**src/rtl/lcd_pattern_gen_pkg.sv**
```systemverilog
// Shared display geometry, pattern mode codes and colour-bar palette.
// Latency: none (constants and pure functions only).
// Backpressure: not applicable.
package lcd_defs;

  localparam logic [10:0] H_PIXEL = 11'd800;
  localparam logic [10:0] V_PIXEL = 11'd480;
  localparam logic [10:0] BAR_W   = H_PIXEL / 11'd8;

  typedef enum logic [1:0] {
    MODE_BARS  = 2'd0,
    MODE_CHECK = 2'd1,
    MODE_GRAD  = 2'd2,
    MODE_BOX   = 2'd3
  } mode_e;

  typedef enum logic {
    DIR_NEG = 1'b0,
    DIR_POS = 1'b1
  } dir_e;

  localparam logic [23:0] COL_WHITE   = 24'hFFFFFF;
  localparam logic [23:0] COL_YELLOW  = 24'hFFFF00;
  localparam logic [23:0] COL_CYAN    = 24'h00FFFF;
  localparam logic [23:0] COL_GREEN   = 24'h00FF00;
  localparam logic [23:0] COL_MAGENTA = 24'hFF00FF;
  localparam logic [23:0] COL_RED     = 24'hFF0000;
  localparam logic [23:0] COL_BLUE    = 24'h0000FF;
  localparam logic [23:0] COL_BLACK   = 24'h000000;
  localparam logic [23:0] COL_DKGREY  = 24'h202020;

  // Bar colour in left-to-right order.
  function automatic logic [23:0] bar_colour(input logic [2:0] idx);
    logic [23:0] c;
    case (idx)
      3'd0:    c = COL_WHITE;
      3'd1:    c = COL_YELLOW;
      3'd2:    c = COL_CYAN;
      3'd3:    c = COL_GREEN;
      3'd4:    c = COL_MAGENTA;
      3'd5:    c = COL_RED;
      3'd6:    c = COL_BLUE;
      default: c = COL_BLACK;
    endcase
    return c;
  endfunction

endpackage

```
**src/rtl/lcd_pattern_gen_btn_debounce.sv**
```systemverilog
// Push-button conditioner: 2-FF synchroniser, stability counter, rising-edge pulse.
// Latency: 2 sync cycles + DEBOUNCE_CYC stable samples, pulse registered (+1).
// Backpressure: none; rise_o is a single-cycle pulse that must be consumed immediately.
module btn_debounce #(
  parameter logic [19:0] DEBOUNCE_CYC = 20'd660000
) (
  input  logic clk_in,
  input  logic sys_rst_n,
  input  logic btn_in,
  output logic rise_o
);

  logic        sync1_q, sync1_d;
  logic        sync2_q, sync2_d;
  logic        stable_q, stable_d;
  logic        rise_q, rise_d;
  logic [19:0] cnt_q, cnt_d;

  // Count consecutive samples that disagree with the accepted level; any agreement restarts the count.
  always_comb begin
    sync1_d  = btn_in;
    sync2_d  = sync1_q;
    stable_d = stable_q;
    cnt_d    = 20'd0;
    rise_d   = 1'b0;
    if (sync2_q != stable_q) begin
      if (cnt_q == DEBOUNCE_CYC - 20'd1) begin
        stable_d = sync2_q;
        rise_d   = sync2_q;
      end else begin
        cnt_d = cnt_q + 20'd1;
      end
    end
  end

  // State registers with synchronous reset.
  always_ff @(posedge clk_in) begin
    if (!sys_rst_n) begin
      sync1_q  <= 1'b0;
      sync2_q  <= 1'b0;
      stable_q <= 1'b0;
      rise_q   <= 1'b0;
      cnt_q    <= 20'd0;
    end else begin
      sync1_q  <= sync1_d;
      sync2_q  <= sync2_d;
      stable_q <= stable_d;
      rise_q   <= rise_d;
      cnt_q    <= cnt_d;
    end
  end

  assign rise_o = rise_q;

endmodule

```
**src/rtl/lcd_pattern_gen.sv**
```systemverilog
// Test-pattern pixel source for the LCD timing controller (bars/checker/gradient/bouncing box).
// Latency: pix_data is registered, exactly 1 cycle after data_req/pix_x/pix_y.
// Backpressure: none; every request is answered the next cycle, mode switches only at frame end.
module lcd_pattern_gen
  import lcd_defs::*;
#(
  parameter logic [19:0] DEBOUNCE_CYC = 20'd660000,
  parameter logic [10:0] BOX_SIZE     = 11'd64,
  parameter logic [10:0] BOX_STEP     = 11'd2,
  parameter int          CHK_SHIFT    = 5
) (
  input  logic        clk_in,
  input  logic        sys_rst_n,
  input  logic        data_req,
  input  logic [10:0] pix_x,
  input  logic [10:0] pix_y,
  input  logic        mode_btn,
  output logic [23:0] pix_data,
  output logic [1:0]  mode,
  output logic        frame_end
);

  localparam logic [10:0] BX_MAX = H_PIXEL - BOX_SIZE;
  localparam logic [10:0] BY_MAX = V_PIXEL - BOX_SIZE;

  logic        btn_rise;
  logic [23:0] pix_data_q, pix_data_d;
  logic        frame_end_q, frame_end_d;
  mode_e       mode_q, mode_d;
  logic [1:0]  pend_q, pend_d;
  logic [10:0] bx_q, bx_d, by_q, by_d;
  dir_e        dx_q, dx_d, dy_q, dy_d;

  logic [10:0] row;
  logic [10:0] bar_q;
  logic [2:0]  bar_idx;
  logic        in_box;

  btn_debounce #(
    .DEBOUNCE_CYC (DEBOUNCE_CYC)
  ) u_btn (
    .clk_in    (clk_in),
    .sys_rst_n (sys_rst_n),
    .btn_in    (mode_btn),
    .rise_o    (btn_rise)
  );

  // One axis of the bounce: step, clamp at the wall and reverse. Returns {dir, pos}.
  function automatic logic [11:0] axis_step(input logic [10:0] pos, input dir_e dir,
                                            input logic [10:0] lim);
    logic [10:0] nx;
    logic [11:0] r;
    if (dir == DIR_POS) begin
      nx = pos + BOX_STEP;
      r  = (nx > lim) ? {DIR_NEG, lim} : {DIR_POS, nx};
    end else begin
      r  = (pos < BOX_STEP) ? {DIR_POS, 11'd0} : {DIR_NEG, pos - BOX_STEP};
    end
    return r;
  endfunction

  // Pixel geometry helpers: controller rows are 1-based, bar index saturates at the last bar.
  always_comb begin
    row     = pix_y - 11'd1;
    bar_q   = pix_x / BAR_W;
    bar_idx = (bar_q > 11'd7) ? 3'd7 : bar_q[2:0];
    in_box  = (pix_x >= bx_q) && (pix_x < bx_q + BOX_SIZE) &&
              (row >= by_q) && (row < by_q + BOX_SIZE);
  end

  // Pattern mux, frame boundary detection, pending-mode accumulation and box motion.
  always_comb begin
    logic [11:0] ax;
    logic [11:0] ay;
    pix_data_d  = 24'h0;
    frame_end_d = data_req && (pix_y == V_PIXEL) && (pix_x == H_PIXEL - 11'd1);
    pend_d      = pend_q + {1'b0, btn_rise};
    mode_d      = mode_q;
    bx_d        = bx_q;
    by_d        = by_q;
    dx_d        = dx_q;
    dy_d        = dy_q;
    ax          = axis_step(bx_q, dx_q, BX_MAX);
    ay          = axis_step(by_q, dy_q, BY_MAX);

    if (data_req) begin
      case (mode_q)
        MODE_BARS:  pix_data_d = bar_colour(bar_idx);
        MODE_CHECK: pix_data_d = (pix_x[CHK_SHIFT] ^ row[CHK_SHIFT]) ? COL_WHITE : COL_BLACK;
        MODE_GRAD:  pix_data_d = {pix_x[9:2], row[8:1], ~pix_x[9:2]};
        default:    pix_data_d = in_box ? COL_RED : COL_DKGREY;
      endcase
    end

    // The pending value sampled here excludes a press landing this same cycle.
    if (frame_end_q) begin
      mode_d = mode_e'(pend_q);
      bx_d   = ax[10:0];
      dx_d   = dir_e'(ax[11]);
      by_d   = ay[10:0];
      dy_d   = dir_e'(ay[11]);
    end
  end

  // State registers with synchronous reset; box restarts at the origin heading +x,+y.
  always_ff @(posedge clk_in) begin
    if (!sys_rst_n) begin
      pix_data_q  <= 24'h0;
      frame_end_q <= 1'b0;
      mode_q      <= MODE_BARS;
      pend_q      <= 2'd0;
      bx_q        <= 11'd0;
      by_q        <= 11'd0;
      dx_q        <= DIR_POS;
      dy_q        <= DIR_POS;
    end else begin
      pix_data_q  <= pix_data_d;
      frame_end_q <= frame_end_d;
      mode_q      <= mode_d;
      pend_q      <= pend_d;
      bx_q        <= bx_d;
      by_q        <= by_d;
      dx_q        <= dx_d;
      dy_q        <= dy_d;
    end
  end

  assign pix_data  = pix_data_q;
  assign mode      = mode_q;
  assign frame_end = frame_end_q;

endmodule
```
**config.mk**
```make
export PLATFORM = sky130hd
export DESIGN_NAME = lcd_pattern_gen
export DESIGN_NICKNAME = d
export VERILOG_FILES = /design/src/rtl/lcd_pattern_gen_pkg.sv /design/src/rtl/lcd_pattern_gen_btn_debounce.sv /design/src/rtl/lcd_pattern_gen.sv
export SDC_FILE = /design/constraint.sdc
export NUM_CORES = 1
export LEC_CHECK = 0
export BUFFER_PORTS_ARGS = -buffer_cell sky130_fd_sc_hd__buf_2
export CAP_MARGIN = 20
export CELL_PAD_IN_SITES_DETAIL_PLACEMENT = 1
export CELL_PAD_IN_SITES_GLOBAL_PLACEMENT = 1
export CORE_AREA = 2 2 130 119
export CTS_BUF_LIST = sky130_fd_sc_hd__clkbuf_2
export CTS_CLUSTER_SIZE = 24
export DETAILED_ROUTE_END_ITERATION = 12
export DIE_AREA = 0 0 132 121
export GPL_TIMING_DRIVEN = 0
export PLACE_DENSITY_LB_ADDON = 0.1
export SLEW_MARGIN = 30
export SYNTH_ARGS = -nofsm -noshare
export SYNTH_HDL_FRONTEND = slang
export SYNTH_HIERARCHICAL = 1
export SYNTH_SLANG_ARGS = --single-unit
```
**constraint.sdc**
```tcl
create_clock -name clk_in -period 6.8 [get_ports clk_in]
set_input_delay 1.36 -clock clk_in [delete_from_list [all_inputs] [get_ports clk_in]]
set_output_delay 1.36 -clock clk_in [all_outputs]
set_load 0.01 [all_outputs]
```
==> Word level (Yosys, flattened, before mapping) <==
Cells that the tools add are included.
{ "totals": {"output_inout_bits": 27, "reg_bits": 77, "romBits": 0, "ram_bits": 0, "latch_bits": 0, "n_memories": 0} }
{ "op_classes": {"n_mux": 11, "multipliers": 0, "n_lt_le_gt_ge": 9, "shifts": 0, "n_div": 1, "n_reduce_logical": 11, "n_bitwise": 4, "n_addsub": 9, "eq_ne": 12} }
{ "ops": {"columns": ["cell", "n"], "rows": [
  ["24-bit one-hot mux with 7 select lines", 1],
  ["12-bit 2-to-1 mux", 6],
  ["24-bit one-hot mux with 3 select lines", 1],
  ["24-bit 2-to-1 mux", 2],
  ["11-bit by 2-bit adder with 11-bit output (second input constant)", 2],
  ["11-bit by 7-bit adder with 11-bit output (second input constant)", 2],
  ["11-bit greater-or-equal comparator", 2],
  ["11-bit less-than comparator", 2],
  ["11-bit by 2-bit less-than comparator with 1-bit output (second input constant)", 2],
  ["11-bit by 2-bit subtractor with 11-bit output (second input constant)", 2],
  ["20-bit by 1-bit adder with 20-bit output (second input constant)", 1],
  ["20-bit equality test (second input constant)", 1],
  ["11-bit by 7-bit divider with 11-bit output (second input constant)", 1],
  ["11-bit by 10-bit equality test with 1-bit output (second input constant)", 1],
  ["11-bit by 9-bit equality test with 1-bit output (second input constant)", 1],
  ["11-bit by 10-bit > comparator with 1-bit output (second input constant)", 1],
  ["11-bit by 3-bit > comparator with 1-bit output (second input constant)", 1],
  ["11-bit by 9-bit > comparator with 1-bit output (second input constant)", 1],
  ["11-bit by 1-bit subtractor with 11-bit output (second input constant)", 1],
  ["3-bit equality test (second input constant)", 3],
  ["8-bit inverter", 1],
  ["3-bit by 2-bit equality test with 1-bit output (second input constant)", 2],
  ["1-bit logical AND", 5],
  ["2-bit AND reduction", 2],
  ["12 further kinds", 13]
]} }

==> Longest topological paths before layout <==
{ "logic_depth": {"depth_word": 7, "depth_mapped": 13, "mapped_depth_nobuf": 13} }

==> Modules after synthesis <==
The synthesis kept the hierarchy.
{ "by_module_without_submodules": {"columns": ["mod", "area_each_um2", "cells_per_inst", "seq_area_each_um2", "n_inst"], "rows": [
  ["lcd_pattern_gen", 4662.0, 610, 1021.0, 1],
  ["btn_debounce", 1066.0, 119, 480.5, 1]
]} }

==> Least setup slack after synthesis <==
No wires, ideal clock.
{ "synth_timing": {"kind": "input-to-reg", "start": "input pix_y[4]", "end": "register pix_data_q[16] (netlist: pix_data[16])", "setup_ns": 0.070, "path_stages": 12, "setup_slack_ns": 2.881, "arrival_time_ns": 3.850, "t_required_ns": 6.730, "n_path_buf": 0, "path_cell_list": "or3_1 > nor4_1 > nor2b_1 > nand3b_1 > xnor2_1 > ha_1 > and4_1 > a221oi_1 > o2111a_1 > nand3_1 > a31o_2 > a21oi_1"} }
{ "synth_via": {"elab_chain_len": 6} }
{ "synth_rtl": {"columns": ["element", "line_no", "text"], "rows": [
  ["start, declared", "lcd_pattern_gen.sv:16", "input logic [10:0] pix_y,"],
  ["11-bit by 1-bit subtractor with 11-bit output *", "lcd_pattern_gen.sv:64", "row = pix_y - 11'd1;"],
  ["11-bit greater-or-equal comparator", "lcd_pattern_gen.sv:68", "(row >= by_q) && (row < by_q + BOX_SIZE);"],
  ["1-bit logical AND", "lcd_pattern_gen.sv:67", "in_box = (pix_x >= bx_q) && (pix_x < bx_q + BOX_SIZE) &&"],
  ["1-bit logical AND", "lcd_pattern_gen.sv:68", null],
  ["24-bit 2-to-1 mux", "lcd_pattern_gen.sv:91", "default: pix_data_d = in_box ? COL_RED : COL_DKGREY;"],
  ["24-bit one-hot mux with 3 select lines *", "lcd_pattern_gen.sv:87", "case (mode_q)"],
  ["end signal, assigned", "lcd_pattern_gen.sv:117", "pix_data_q <= pix_data_d;"],
  ["end, declared", "lcd_pattern_gen.sv:27", "logic [23:0] pix_data_q, pix_data_d;"]
]} }
Mark *: on every way between the ends. The rest lies on a longest branch, timed or not.
A chain may end at the register's enable or synchronous reset.

==> Worst setup path in the final report <==
{ "layout_timing": {"start": "input pix_y[4]", "end": "register pix_data_q[17] (netlist: pix_data[17])"} }
Same word-level chain as after synthesis.

==> reports/summary.log <==
[status] outcome finished, final reports clean
[sta] clock tree skew after final layout 26.4 ps
[final_layout] commonest cells after routing, fill and taps aside 75 x sky130_fd_sc_hd__dfxtp_1, 59 x sky130_fd_sc_hd__nand2_1, 58 x sky130_fd_sc_hd__buf_2
[yosys] Mapped Area 0.00573 sq mm
[clock_tree] post-CTS resize count 0
[floorplanning] Die X-Extent 132 microns
[yosys] dominant synthesized flop cell sky130_fd_sc_hd__dfxtp_1
[yosys] #FFs+latches synth 75
[critical_path] ordered list of cells on the worst path buf_2 -> or3_1 -> nor4_1 -> nor2b_1 -> nand3b_1 -> xnor2_1 -> ha_1 -> and4_1 -> a221oi_1 -> o2111a_1 -> nand3_1 -> a31o_2 -> a21oi_1
[sta] max-slew headroom at the worst pin 44.7%
[clock_tree] TritonCTS clock tree done
[critical_path] Critical Path End Type flip-flop
[worst_hold_path] Hold Path Stages 2
[floorplanning] Core Footprint 0.0146 sq mm
[floorplanning] starting utilization of the core area 39.4%
[sta] unrepaired setup endpoints after global routing no
[critical_path] Buf+Inv Stages, Crit Path 1
[critical_path] Crit Path Class in -> reg
[critical_path] Worst Path Max Fanout 7
[detailed_routing] count of TritonRoute iterations in the first routing pass 4
[sta] min cycle time layout 4010 ps
[yosys] portion of synthesized cell area occupied by the leading cell type 26.2%
[yosys] sequential cell area fraction in the yosys report 26.2%
[final_layout] final net count 860
[yosys] main combinational cell family by area after synthesis simple AND/OR/NAND/NOR gates
[worst_hold_path] path category of the worst min-delay check reg -> reg
[clock_tree] TritonCTS Buffers 9
[sta] Max Freq 0.249 GHz
[clock_tree] clock slew at reported path FFs 230 ps
[clock_tree] root cell of the clock tree sky130_fd_sc_hd__clkbuf_2
[placement] placed wire-length estimate 14.2 mm
[sta] Slew Viols, Final 0
[clock_tree] total number of H-tree levels 3
[yosys] biggest area contributors in the synthesized netlist sky130_fd_sc_hd__dfxtp_1 26%, sky130_fd_sc_hd__ha_1 9.2%, sky130_fd_sc_hd__xnor2_1 5.8%
[detailed_routing] routed via count 5732
[final_layout] most common cell after layout, fill and taps aside sky130_fd_sc_hd__dfxtp_1
[global_route] vias in the first global route 5895
[power_and_ir_drop] worst voltage drop across the vdd grid 78.3 uV
[global_route] wire length of the first global-routing pass 30.4 mm
[final_layout] share of post-route cells with drive strength above 1 15.3%
[detailed_routing] DRT iter0 DRCs 287
[sta] total of endpoints with negative setup slack in the final report 0
[yosys] Synth Area in Compound Gates 23.6%
[placement] post-placement cell count 979
[critical_path] largest stage delay on the critical path 470 ps
[yosys] Mean Syn Cell Area 7.86 sq um
[critical_path] Crit. path cell count 13
[floorplanning] die footprint 0.0160 sq mm
[clock_tree] TritonCTS sink count 75
[detailed_routing] via count normalized by instance count 5.76
[power_and_ir_drop] leakage power summed over all cells 2.28 nW
[run] maximum capacitance violations 0
[power_and_ir_drop] power density normalized to cell area 140 mW/mm^2
[global_route] GRT Resource Usage Total 23.7%
[global_route] largest net degree at the start of global routing 15
[yosys] count of synthesis-stage warnings from yosys 6
[detailed_routing] average routed wire per standard cell 18.6 microns
[critical_path] standard cell with the maximum stage delay on the critical path sky130_fd_sc_hd__or3_1
[critical_path] Worst EP required 7300 ps
[global_route] number of antenna violations at the first check in global routing 0
[detailed_routing] total detailed-routing wirelength 18.5 mm
[floorplanning] io pins 53
[placement] Port Buffers 52
[yosys] simple logic cell fraction of the synthesized area 27.1%
[final_layout] Layout Area Growth over Synthesis 10.6%
[sta] final hold violation count 0
[floorplanning] vertical extent of the die 121 microns
[critical_path] sort of element at the start of the critical path primary input
[clock_tree] Longest Clk Path Bufs 2
[detailed_routing] Detail Route Antenna Nets 0
[yosys] number of different library cells in the post-synthesis netlist 95
[yosys] post-synthesis async set-or-reset flop share 0%
[yosys] most area-hungry cell type in the Yosys netlist sky130_fd_sc_hd__dfxtp_1
[floorplanning] number of standard-cell rows in the floorplan 42
[yosys] number of enable flip-flop cells after synthesis 0
[sta] TNS Setup 0 ps
[placement] weighted congestion reported at the end of routability-driven placement 0.856
[yosys] number of nets in the synthesized netlist 797
[detailed_routing] count of unresolved DRC violations after routing 0
[critical_path] crit-path leading delay family simple AND/OR/NAND/NOR gates
[global_route] grt ovf 0
[sta] Tcrit/Tclk final 59.0%
[critical_path] data arrival time of the critical path 4520 ps
[yosys] Post-Synth XOR/XNOR Area 6.88%
[yosys] synthesized-area fraction occupied by adder cells 9.37%
[clock_tree] setup repair bufs after CTS 0
[critical_path] Worst Reg-to-Reg Cells 12
[sta] transition time at the pin with the least slew margin 829 ps
[final_layout] Final Non-Filler Cells 996
[yosys] count of mapped cells out of synthesis 729
[yosys] multiplexer area fraction after synthesis 1.09%
[clock_tree] clock insertion delay at the later pin of the skew report 580 ps
[clock_tree] hold bufs inserted after CTS 0
-- power breakdown --
group	switching, W	internal, W
logic	0.000117	0.0000730
registers	0.00000201	0.000448
clock network	0.000191	0.0000539
-- routing by layer --
metal | GRT usage [%] | wire length (microns) | vias up
met2 | 40.3 | 8720 | 108
met3 | 5.47 | 742 | 23
met5 | 0 | 0 | -
li1 | - | - | 2805
met1 | 30.2 | 8810 | 2796
met4 | 6.05 | 249 | 0
-- state kept, by name, indices dropped and copies added (netlist names) --
register        cells
dx_q                1
u_btn/stable_q      1
by_q               10
pend_q              2
dy_q                1
mode                2
frame_end           1
bx_q               10
u_btn/rise_o        1
u_btn/cnt_q        20
pix_data           24
u_btn/sync1_q       1
u_btn/sync2_q       1
-- synth_stat cells (6+ instances only) --
| library cell | n |
|---|---|
| sky130_fd_sc_hd__buf_2 | 6 |
| sky130_fd_sc_hd__nor4_1 | 17 |
| sky130_fd_sc_hd__a31oi_1 | 11 |
| sky130_fd_sc_hd__nor2_1 | 56 |
| sky130_fd_sc_hd__nand2_1 | 59 |
| sky130_fd_sc_hd__nand4_1 | 13 |
| sky130_fd_sc_hd__xnor2_1 | 38 |
| sky130_fd_sc_hd__a211oi_1 | 10 |
| sky130_fd_sc_hd__o21a_1 | 7 |
| sky130_fd_sc_hd__inv_1 | 38 |
| sky130_fd_sc_hd__and2_1 | 10 |
| sky130_fd_sc_hd__nand3_1 | 24 |
| sky130_fd_sc_hd__xor2_1 | 7 |
| sky130_fd_sc_hd__and3_1 | 9 |
| sky130_fd_sc_hd__nor3_1 | 41 |
| sky130_fd_sc_hd__o31ai_1 | 6 |
| sky130_fd_sc_hd__o21ai_0 | 43 |
| sky130_fd_sc_hd__nor2b_1 | 7 |
| sky130_fd_sc_hd__o211ai_1 | 6 |
| sky130_fd_sc_hd__buf_4 | 6 |
| sky130_fd_sc_hd__nand2b_1 | 8 |
| sky130_fd_sc_hd__ha_1 | 42 |
| sky130_fd_sc_hd__dfxtp_1 | 75 |
| sky130_fd_sc_hd__clkbuf_1 | 22 |
| sky130_fd_sc_hd__a21oi_1 | 51 |
-- final cells by class --
cell class / instances / area (sq um)
multi-input combinational: 577 / 3900
fill: 1852 / 8220
sequential: 75 / 1500
clock buffer: 10 / 50.0
buffer: 38 / 181
tap: 198 / 248
inverter: 39 / 146
antenna: 1 / 2.50
clock inverter: 6 / 47.5
timing repair buffer: 52 / 260
-- worst paths after layout --
path / slack, ps / startpoint / end
hold reg to reg: 490 / u_btn/sync2_q$_SDFF_PN0_ / u_btn/rise_o$_SDFF_PN0_
setup reg to reg: 3090 / by_q[2]$_SDFFE_PN0P_ / by_q[4]$_SDFFE_PN0P_
setup / recovery: 2790 / pix_y[4] / pix_data[17]$_SDFF_PN0_
hold / removal: 490 / u_btn/sync2_q$_SDFF_PN0_ / u_btn/rise_o$_SDFF_PN0_
-- tightest hold or removal path: stages (launching register included) --
cell and delay, ps:
sky130_fd_sc_hd__dfxtp_1 380, sky130_fd_sc_hd__nand2_1 60, sky130_fd_sc_hd__nor3_1 40
-- stage by stage --
step                      setup WS (ps)  utilization, %  area, sq um  hold slack [ps]  power [W]
after floorplan                    2880               -         5730              412   0.000587
after global placement             2350            42.8         6240              421   0.000640
after detailed placement           2220            42.8         6240              435   0.000646
after CTS                          2840            43.5         6330              492   0.000897
after global routing               2710            43.5         6330              526   0.000937
final                              2790            43.5         6340              487   0.000885
-- cells by family (layout without fill, tap and decap cells) --
group / Yosys count / count (layout)
flip-flops: 75 / 75
other: 0 / 1
multiplexers: 5 / 5
AO/OA/AOI/OAI: 196 / 196
adder cells (fa/ha/maj): 43 / 43
AND/OR/NAND/NOR: 288 / 288
XOR/XNOR: 45 / 45
buffers and inverters: 77 / 145
(Power assumes the default switching activity.)
